`src/rtl/axi_mem_port_arbiter_if.sv`:
```
// Beat-request, grant, memory-drive and read-return signals shared by the
// AXI write/read burst engines, the port arbiter and the memory macro.
interface axi_mem_port_arbiter_if #(
    parameter int ADDR_WIDTH = 32,
    parameter int DATA_WIDTH = 32
);
    logic                      wr_req;
    logic                      wr_last;
    logic [ADDR_WIDTH-1:0]     wr_addr;
    logic [DATA_WIDTH-1:0]     wr_data;
    logic [DATA_WIDTH/8-1:0]   wr_strb;
    logic                      wr_gnt;
    logic                      rd_req;
    logic                      rd_last;
    logic [ADDR_WIDTH-1:0]     rd_addr;
    logic                      rd_gnt;
    logic [DATA_WIDTH-1:0]     rd_data;
    logic                      rd_data_valid;
    logic                      mem_read;
    logic                      mem_write;
    logic [ADDR_WIDTH-1:0]     mem_address;
    logic [DATA_WIDTH-1:0]     mem_write_data;
    logic [DATA_WIDTH/8-1:0]   mem_write_strb;
    logic [DATA_WIDTH-1:0]     mem_read_data;

    // Arbiter side.
    modport slave (
        input  wr_req, wr_last, wr_addr, wr_data, wr_strb,
        input  rd_req, rd_last, rd_addr, mem_read_data,
        output wr_gnt, rd_gnt, rd_data, rd_data_valid,
        output mem_read, mem_write, mem_address, mem_write_data, mem_write_strb
    );

    // Engines plus memory side.
    modport master (
        output wr_req, wr_last, wr_addr, wr_data, wr_strb,
        output rd_req, rd_last, rd_addr, mem_read_data,
        input  wr_gnt, rd_gnt, rd_data, rd_data_valid,
        input  mem_read, mem_write, mem_address, mem_write_data, mem_write_strb
    );
endinterface

```
`src/rtl/axi_mem_port_arbiter.sv`:
```
// Round-robin, burst-level sharing of one memory port between the AXI write
// and read burst engines, with a beat cap per tenure and fixed-latency read return.
//
// state  | meaning
// IDLE   | no owner; one arbitration cycle, no grant issued
// WR_OWN | write engine owns the port, wr_gnt = wr_req
// RD_OWN | read engine owns the port, rd_gnt = rd_req
module axi_mem_port_arbiter #(
    parameter int ADDR_WIDTH     = 32,
    parameter int DATA_WIDTH     = 32,
    parameter int MEM_RD_LATENCY = 1,
    parameter int MAX_BEATS      = 16
) (
    input  logic                   s_axi_aclk,
    input  logic                   s_axi_areset,
    axi_mem_port_arbiter_if.slave  bus
);

    localparam int SW    = DATA_WIDTH / 8;
    localparam int CNT_W = (MAX_BEATS > 1) ? $clog2(MAX_BEATS) : 1;
    localparam logic [CNT_W-1:0] CNT_CAP = CNT_W'(MAX_BEATS - 1);

    typedef enum logic [1:0] {
        IDLE   = 2'd0,
        WR_OWN = 2'd1,
        RD_OWN = 2'd2
    } state_e;

    state_e                    state_q, state_d;
    logic [CNT_W-1:0]          cnt_q, cnt_d;
    logic                      last_rd_q, last_rd_d;
    logic                      wr_gnt, rd_gnt, cap_hit;

    logic                      mem_write_q, mem_read_q;
    logic [ADDR_WIDTH-1:0]     mem_address_q;
    logic [DATA_WIDTH-1:0]     mem_write_data_q;
    logic [SW-1:0]             mem_write_strb_q;
    logic [MEM_RD_LATENCY-1:0] rd_pipe_q;
    logic [DATA_WIDTH-1:0]     rd_hold_q;
    logic                      rd_valid;

    assign wr_gnt  = (state_q == WR_OWN) && bus.wr_req;
    assign rd_gnt  = (state_q == RD_OWN) && bus.rd_req;
    assign cap_hit = (cnt_q == CNT_CAP);

    always_comb begin
        state_d   = state_q;
        cnt_d     = cnt_q;
        last_rd_d = last_rd_q;
        case (state_q)
            IDLE: begin
                if (bus.wr_req && (!bus.rd_req || last_rd_q)) begin
                    state_d = WR_OWN;
                end else if (bus.rd_req) begin
                    state_d = RD_OWN;
                end
            end
            WR_OWN: begin
                if (bus.wr_req) begin
                    if (bus.wr_last || (cap_hit && bus.rd_req)) begin
                        state_d   = bus.rd_req ? RD_OWN : IDLE;
                        cnt_d     = '0;
                        last_rd_d = 1'b0;
                    end else if (!cap_hit) begin
                        // Saturate so a late request from the other side still sees the cap.
                        cnt_d = cnt_q + CNT_W'(1);
                    end
                end else if (bus.rd_req) begin
                    state_d   = RD_OWN;
                    cnt_d     = '0;
                    last_rd_d = 1'b0;
                end
            end
            RD_OWN: begin
                if (bus.rd_req) begin
                    if (bus.rd_last || (cap_hit && bus.wr_req)) begin
                        state_d   = bus.wr_req ? WR_OWN : IDLE;
                        cnt_d     = '0;
                        last_rd_d = 1'b1;
                    end else if (!cap_hit) begin
                        cnt_d = cnt_q + CNT_W'(1);
                    end
                end else if (bus.wr_req) begin
                    state_d   = WR_OWN;
                    cnt_d     = '0;
                    last_rd_d = 1'b1;
                end
            end
            default: state_d = IDLE;
        endcase
    end

    always_ff @(posedge s_axi_aclk) begin
        if (s_axi_areset) begin
            state_q          <= IDLE;
            cnt_q            <= '0;
            last_rd_q        <= 1'b1;
            mem_write_q      <= 1'b0;
            mem_read_q       <= 1'b0;
            mem_address_q    <= '0;
            mem_write_data_q <= '0;
            mem_write_strb_q <= '0;
            rd_pipe_q        <= '0;
            rd_hold_q        <= '0;
        end else begin
            state_q          <= state_d;
            cnt_q            <= cnt_d;
            last_rd_q        <= last_rd_d;
            mem_write_q      <= wr_gnt;
            mem_read_q       <= rd_gnt;
            mem_address_q    <= wr_gnt ? bus.wr_addr : (rd_gnt ? bus.rd_addr : '0);
            mem_write_data_q <= wr_gnt ? bus.wr_data : '0;
            mem_write_strb_q <= wr_gnt ? bus.wr_strb : '0;
            rd_pipe_q[0]     <= mem_read_q;
            for (int i = 1; i < MEM_RD_LATENCY; i++) begin
                rd_pipe_q[i] <= rd_pipe_q[i-1];
            end
            if (rd_valid) begin
                rd_hold_q <= bus.mem_read_data;
            end
        end
    end

    // Tap fires in the same cycle the memory presents the data.
    assign rd_valid = rd_pipe_q[MEM_RD_LATENCY-1];

    assign bus.wr_gnt         = wr_gnt;
    assign bus.rd_gnt         = rd_gnt;
    assign bus.rd_data_valid  = rd_valid;
    assign bus.rd_data        = rd_valid ? bus.mem_read_data : rd_hold_q;
    assign bus.mem_write      = mem_write_q;
    assign bus.mem_read       = mem_read_q;
    assign bus.mem_address    = mem_address_q;
    assign bus.mem_write_data = mem_write_data_q;
    assign bus.mem_write_strb = mem_write_strb_q;

endmodule

```
`src/flat_wrapper.sv`:
```
// flat-port wrapper written by rule: the top's interface ports become plain ports
module axi_mem_port_arbiter_flat 
#(
    parameter int ADDR_WIDTH     = 32,
    parameter int DATA_WIDTH     = 32,
    parameter int MEM_RD_LATENCY = 1,
    parameter int MAX_BEATS      = 16
)
  (s_axi_aclk, s_axi_areset, bus_wr_req, bus_wr_last, bus_wr_addr, bus_wr_data, bus_wr_strb, bus_rd_req, bus_rd_last, bus_rd_addr, bus_mem_read_data, bus_wr_gnt, bus_rd_gnt, bus_rd_data, bus_rd_data_valid, bus_mem_read, bus_mem_write, bus_mem_address, bus_mem_write_data, bus_mem_write_strb);
  axi_mem_port_arbiter_if #(.ADDR_WIDTH(ADDR_WIDTH), .DATA_WIDTH(DATA_WIDTH)) bus_i ();
  input  logic s_axi_aclk;
  input  logic s_axi_areset;
  input wire logic [$bits(bus_i.wr_req)-1:0] bus_wr_req;
  input wire logic [$bits(bus_i.wr_last)-1:0] bus_wr_last;
  input wire logic [$bits(bus_i.wr_addr)-1:0] bus_wr_addr;
  input wire logic [$bits(bus_i.wr_data)-1:0] bus_wr_data;
  input wire logic [$bits(bus_i.wr_strb)-1:0] bus_wr_strb;
  input wire logic [$bits(bus_i.rd_req)-1:0] bus_rd_req;
  input wire logic [$bits(bus_i.rd_last)-1:0] bus_rd_last;
  input wire logic [$bits(bus_i.rd_addr)-1:0] bus_rd_addr;
  input wire logic [$bits(bus_i.mem_read_data)-1:0] bus_mem_read_data;
  output wire logic [$bits(bus_i.wr_gnt)-1:0] bus_wr_gnt;
  output wire logic [$bits(bus_i.rd_gnt)-1:0] bus_rd_gnt;
  output wire logic [$bits(bus_i.rd_data)-1:0] bus_rd_data;
  output wire logic [$bits(bus_i.rd_data_valid)-1:0] bus_rd_data_valid;
  output wire logic [$bits(bus_i.mem_read)-1:0] bus_mem_read;
  output wire logic [$bits(bus_i.mem_write)-1:0] bus_mem_write;
  output wire logic [$bits(bus_i.mem_address)-1:0] bus_mem_address;
  output wire logic [$bits(bus_i.mem_write_data)-1:0] bus_mem_write_data;
  output wire logic [$bits(bus_i.mem_write_strb)-1:0] bus_mem_write_strb;
  assign bus_i.wr_req = bus_wr_req;
  assign bus_i.wr_last = bus_wr_last;
  assign bus_i.wr_addr = bus_wr_addr;
  assign bus_i.wr_data = bus_wr_data;
  assign bus_i.wr_strb = bus_wr_strb;
  assign bus_i.rd_req = bus_rd_req;
  assign bus_i.rd_last = bus_rd_last;
  assign bus_i.rd_addr = bus_rd_addr;
  assign bus_i.mem_read_data = bus_mem_read_data;
  assign bus_wr_gnt = bus_i.wr_gnt;
  assign bus_rd_gnt = bus_i.rd_gnt;
  assign bus_rd_data = bus_i.rd_data;
  assign bus_rd_data_valid = bus_i.rd_data_valid;
  assign bus_mem_read = bus_i.mem_read;
  assign bus_mem_write = bus_i.mem_write;
  assign bus_mem_address = bus_i.mem_address;
  assign bus_mem_write_data = bus_i.mem_write_data;
  assign bus_mem_write_strb = bus_i.mem_write_strb;
  axi_mem_port_arbiter #(.ADDR_WIDTH(ADDR_WIDTH), .DATA_WIDTH(DATA_WIDTH), .MEM_RD_LATENCY(MEM_RD_LATENCY), .MAX_BEATS(MAX_BEATS)) u_core (.s_axi_aclk(s_axi_aclk), .s_axi_areset(s_axi_areset), .bus(bus_i));
endmodule
```
`config.mk`:
```
export PLATFORM = sky130hd
export DESIGN_NAME = axi_mem_port_arbiter_flat
export DESIGN_NICKNAME = d
export VERILOG_FILES = /design/src/rtl/axi_mem_port_arbiter_if.sv /design/src/rtl/axi_mem_port_arbiter.sv /design/src/flat_wrapper.sv
export SDC_FILE = /design/constraint.sdc
export NUM_CORES = 1
export LEC_CHECK = 0
export BUFFER_PORTS_ARGS = -buffer_cell sky130_fd_sc_hd__clkbuf_2
export CAP_MARGIN = 25
export CORE_ASPECT_RATIO = 0.5
export CORE_MARGIN = 2
export CORE_UTILIZATION = 37
export DETAILED_ROUTE_END_ITERATION = 8
export PLACE_DENSITY = 0.75
export SETUP_SLACK_MARGIN = 0.2
export SLEW_MARGIN = 40
export SYNTH_ARGS = -nofsm -noshare
export SYNTH_HDL_FRONTEND = slang
export SYNTH_SLANG_ARGS = --single-unit
```
`constraint.sdc`:
```
create_clock -name s_axi_aclk -period 1.38 [get_ports s_axi_aclk]
set_input_delay 0.276 -clock s_axi_aclk [delete_from_list [all_inputs] [get_ports s_axi_aclk]]
set_output_delay 0.276 -clock s_axi_aclk [all_outputs]
set_load 0.1 [all_outputs]
```
==> results by stage <==
Logic synthesis:
- In the post-synthesis netlist, the biggest area contributors are sky130_fd_sc_hd__dfxtp_1 60%, sky130_fd_sc_hd__and2_1 12%, sky130_fd_sc_hd__mux2_2 8.6%, sky130_fd_sc_hd__a22o_1 7.6%, sky130_fd_sc_hd__clkbuf_1 1.2%.
- The cell type contributing the most total cell area after synthesis is sky130_fd_sc_hd__dfxtp_1.
- A synthesized cell averages 11.81 µm².
- Summing the areas of all xor and xnor instances in the mapped netlist gives 0.4768% of the synthesized area.
- The number of different library cells used by synthesis comes to 35.
- The share of Yosys cell area claimed by the top area cell type is 59.95%.
- The share of the synthesized area in compound gates (AO/OA/AOI/OAI) is 10.93%.
- Synthesis handed over a netlist of 311 instances.
- In the synthesized netlist the async set-or-reset flop fraction comes to 0%.
- After Yosys synthesis, full adders, half adders and majority gates account for 0.3406% of the synthesized area.
- The simple-gate share of the synthesized area is 15.29%.
- Among all flip-flop cells after synthesis, the most frequent one is sky130_fd_sc_hd__dfxtp_1.
- The combined area of all synthesized cells is 0.003674 mm².
- The total number of yosys warnings is 0.
- The number of nets handed over by synthesis was 450.
- The dominant combinational cell family by area after synthesis is simple AND/OR/NAND/NOR gates.
- Of the post-synthesis cell area, the part taken by muxes is 10.08%.
- After synthesis the netlist holds a flip-flop and latch count of 110.
- The number of enable flip-flop cells after synthesis is 0.
- For this run, the register share of the synthesized area comes to 59.95%.

Die:
- The die is 74.46 µm tall.
- 243 I/O pins were placed.
- The initial core utilization is 38.50%.
- The number of rows created at floorplan is 25.
- The core outline area is 0.009540 mm².
- Measured along the x axis, the die boundary spans 144.9 µm.
- The die outline area is 0.01079 mm².

STA:
- Setup violations remaining at the end of the flow were counted as 105.
- The top achievable clock speed is 590.6 MHz.
- Across the routed clock network, the largest skew measured is 5.597 ps.
- Across all setup checks in the final design, the least slack found is -313.3 ps.
- Summed over all failing endpoints, the final setup total negative slack is -18,060 ps.
- Subtracting the final worst setup slack from the clock period gives 1693 ps.
- For the pin with the worst max-slew slack, the measured transition is 340.4 ps.
- The ratio of final minimum period to clock period is 122.7%.
- The number of pins with negative max-slew slack in the final report is 0.
- The hold violation total from the final report is 0.
- Setup repair after global routing could not meet its margin everywhere.
- Measured against its own limit, the worst slew margin works out to 77.22%.

Global route:
- The leftover overflow at the end of global routing is 0.
- The number of antenna violations at the first check in global routing is 0.
- The first global-routing pass estimated 17,220 µm of wire.
- Entering global routing, the biggest net connects 34 pins.
- In the global route stage, overall resource usage came out at 20.41%.
- The via count of the first global-routing pass was 3,441.

Routing:
- In the routed design, unresolved DRC markers number 0.
- The count of routing violations after the opening detailed-route iteration is 131.
- The post-detailed-routing wire length is 12,300 µm.
- The routed wire length per instance is 16.80 µm.
- In this run the remaining antenna-violating nets after routing total 0.
- The number of detailed-route iterations in the first pass is 4.
- The via-per-instance ratio is 4.571.
- Across all layers, the routed design uses 3,346 vias.

Worst setup path:
- The critical path in this run is classified as reg2out.
- Of all nets on the critical path, the largest fanout is 17.
- At the worst endpoint, the arrival time is 1420 ps.
- The type of destination of the critical path is an output port.
- The required time of the critical path is 1100 ps.
- The launching element type of the critical path is a flop.
- The number of cells on the worst reg-to-reg path is 8.

Placed design:
- The count of buffers added on input and output ports is 242.
- The congestion estimate from routability-driven global placement came to 0.7907.
- The detailed placer's ending HPWL is 8247 µm.
- The placed instances occupy a cell area of 0.006182 mm².
- Timing analysis after detailed placement gives a worst setup slack of -125.2 ps.

Finish:
- The finished cells cover 0.007528 mm².
- The area growth from synthesis to layout is 104.9%.
- The multi-input combinational cells in the finished layout cover a total of 0.001642 mm².
- The layout filler cell count is 529.
- The post-route netlist has 73.87% of its cells at a drive strength greater than 1.
- At the end of the flow, the number of nets in the layout was 731.
- The antenna cell count is 0.
- The final core utilization is 78.91%.
- Registers take 0.002306 mm².

Clock network:
- The CTS tree is built.
- The number of levels in the clock H-tree is 3.
- The total number of clock tree sinks is 110.
- Buffers inserted to repair hold after CTS numbered 0.
- CTS placed an instance of sky130_fd_sc_hd__clkbuf_16 at the clock tree root.
- Buffers inserted during clock tree synthesis total 9.
- The clock latency reported for the late side of the worst-skew pair is 330 ps.
- The longest clock path from root to sink contains 2 buffers.
- Clock-pin slew was measured on the worst setup and hold paths at 70 ps.

Power and ir drop:
- The total power density per cell area is 1038 mW/mm².
- The maximum resistive drop on vdd is 0.0008662 V.
- In this run the static leakage power is 3.428 nW.
- The overall power consumption is 7.818 mW.

Run status:
- The run finished, with violations left.
- The final reports fail on setup timing.

Min path:
- The tightest min-delay check is of the in2reg type.
- Counting instances, the worst hold path has a depth of 2.

Run:
- The max capacitance violation total is 0.
[where the power goes]
group	switching (mW)	internal (mW)	total (mW)
Clock	1.19	1.49	2.68
Combinational	1.04	0.747	1.79
Sequential	0.0686	3.28	3.35
Total	2.30	5.52	7.82
[layer usage]
metal / track usage [%] / share of wire [%] / up-vias
met4: 5.061 / 1.6 / 0
met2: 41.06 / 56 / 109
met1: 21.91 / 38 / 1591
met3: 5.583 / 4.1 / 14
met5: 0 / 0 / -
li1: - / - / 1632
[critical path: stages (launching register included)]
cell	delay (ps)
sky130_fd_sc_hd__dfxtp_4	380
sky130_fd_sc_hd__buf_12	180
sky130_fd_sc_hd__mux2_4	340
sky130_fd_sc_hd__buf_12	170
[cell families after synthesis]
logic type | Yosys count
buffers and inverters | 26
DFF | 110
muxes | 33
xor gates and xnor gates | 2
and+or+nand+nor | 92
AOI/OAI and AO/OA | 47
adders and majority gates | 1
[layout make-up]
cell class | count | share of cell area [%]
multi-input combinational | 175 | 21.80
timing repair buffer | 290 | 40.85
sequential | 110 | 30.63
clock buffer | 10 | 3.174
clock inverter | 6 | 0.9972
inverter | 6 | 0.2992
tap | 135 | 2.244
[metrics by stage]
step	hold WS, ps	cells
2_1_floorplan	397.6	311
3_3_place_gp	462.4	691
3_5_place_dp	455.7	691
4_1_cts	134.2	727
5_1_grt	129.6	732
6_report	146.3	732
[synth_stat cells (2+ instances only)]
cell                       instances
sky130_fd_sc_hd__and2_1           68
sky130_fd_sc_hd__xnor2_1           2
sky130_fd_sc_hd__mux2_2           28
sky130_fd_sc_hd__nand2b_1          2
sky130_fd_sc_hd__inv_1             6
sky130_fd_sc_hd__nor2_1            6
sky130_fd_sc_hd__clkbuf_2          2
sky130_fd_sc_hd__buf_2             6
sky130_fd_sc_hd__nand4_1           2
sky130_fd_sc_hd__mux2_1            4
sky130_fd_sc_hd__nand3_1           3
sky130_fd_sc_hd__clkbuf_1         12
sky130_fd_sc_hd__a311oi_1          2
sky130_fd_sc_hd__a22o_1           32
sky130_fd_sc_hd__nor3_2            2
sky130_fd_sc_hd__a21oi_1           3
sky130_fd_sc_hd__nor2b_1           3
sky130_fd_sc_hd__dfxtp_1         110
sky130_fd_sc_hd__nand2_1           2
[sequential cells by signal, summed over array words and instances, names as in the netlist]
signal                     cells
u_core.bus.mem_address        32
u_core.bus.rd_data_valid       1
u_core.bus.mem_write_strb      4
u_core.state_q                 2
u_core.bus.mem_write_data     32
u_core.cnt_q                   4
u_core.last_rd_q               1
u_core.bus.mem_read            1
u_core.bus.mem_write           1
u_core.rd_hold_q              32
[what timing repair did]
item | 4_1_cts | 5_1_grt
gates cloned | 5 | 3
hold endpoints to repair | 0 | 0
pin swaps | 11 | 21
gates resized for setup | 105 | 80
setup endpoints to repair | 179 | 172
buffers inserted | 15 | 2
[layout by cell type (no fill, tap or decap), drive strengths merged, types with 2 or more instances in the layout]
| cell | count |
|---|---|
| dfxtp | 110 |
| mux2 | 32 |
| nand2b | 2 |
| nand4 | 2 |
| nor2b | 3 |
| buf | 150 |
| nor2 | 6 |
| nand3 | 3 |
| nand2 | 2 |
| nor3 | 3 |
| xnor2 | 2 |
| and2 | 68 |
| a311oi | 3 |
| inv | 9 |
| a22o | 32 |
| a21oi | 3 |
| clkbuf | 150 |
[final timing paths]
kind	startpoint	end	slack, ps
max	u_core.bus.rd_data_valid	bus_rd_data[4]	-310
min	bus_wr_data[1]	u_core.bus.mem_write_data[1]	150
max reg2reg	u_core.state_q[1]	u_core.bus.mem_address[29]	-180
min reg2reg	u_core.bus.mem_read	u_core.bus.rd_data_valid	490
Note: power is estimated with default switching activity, not from simulation.
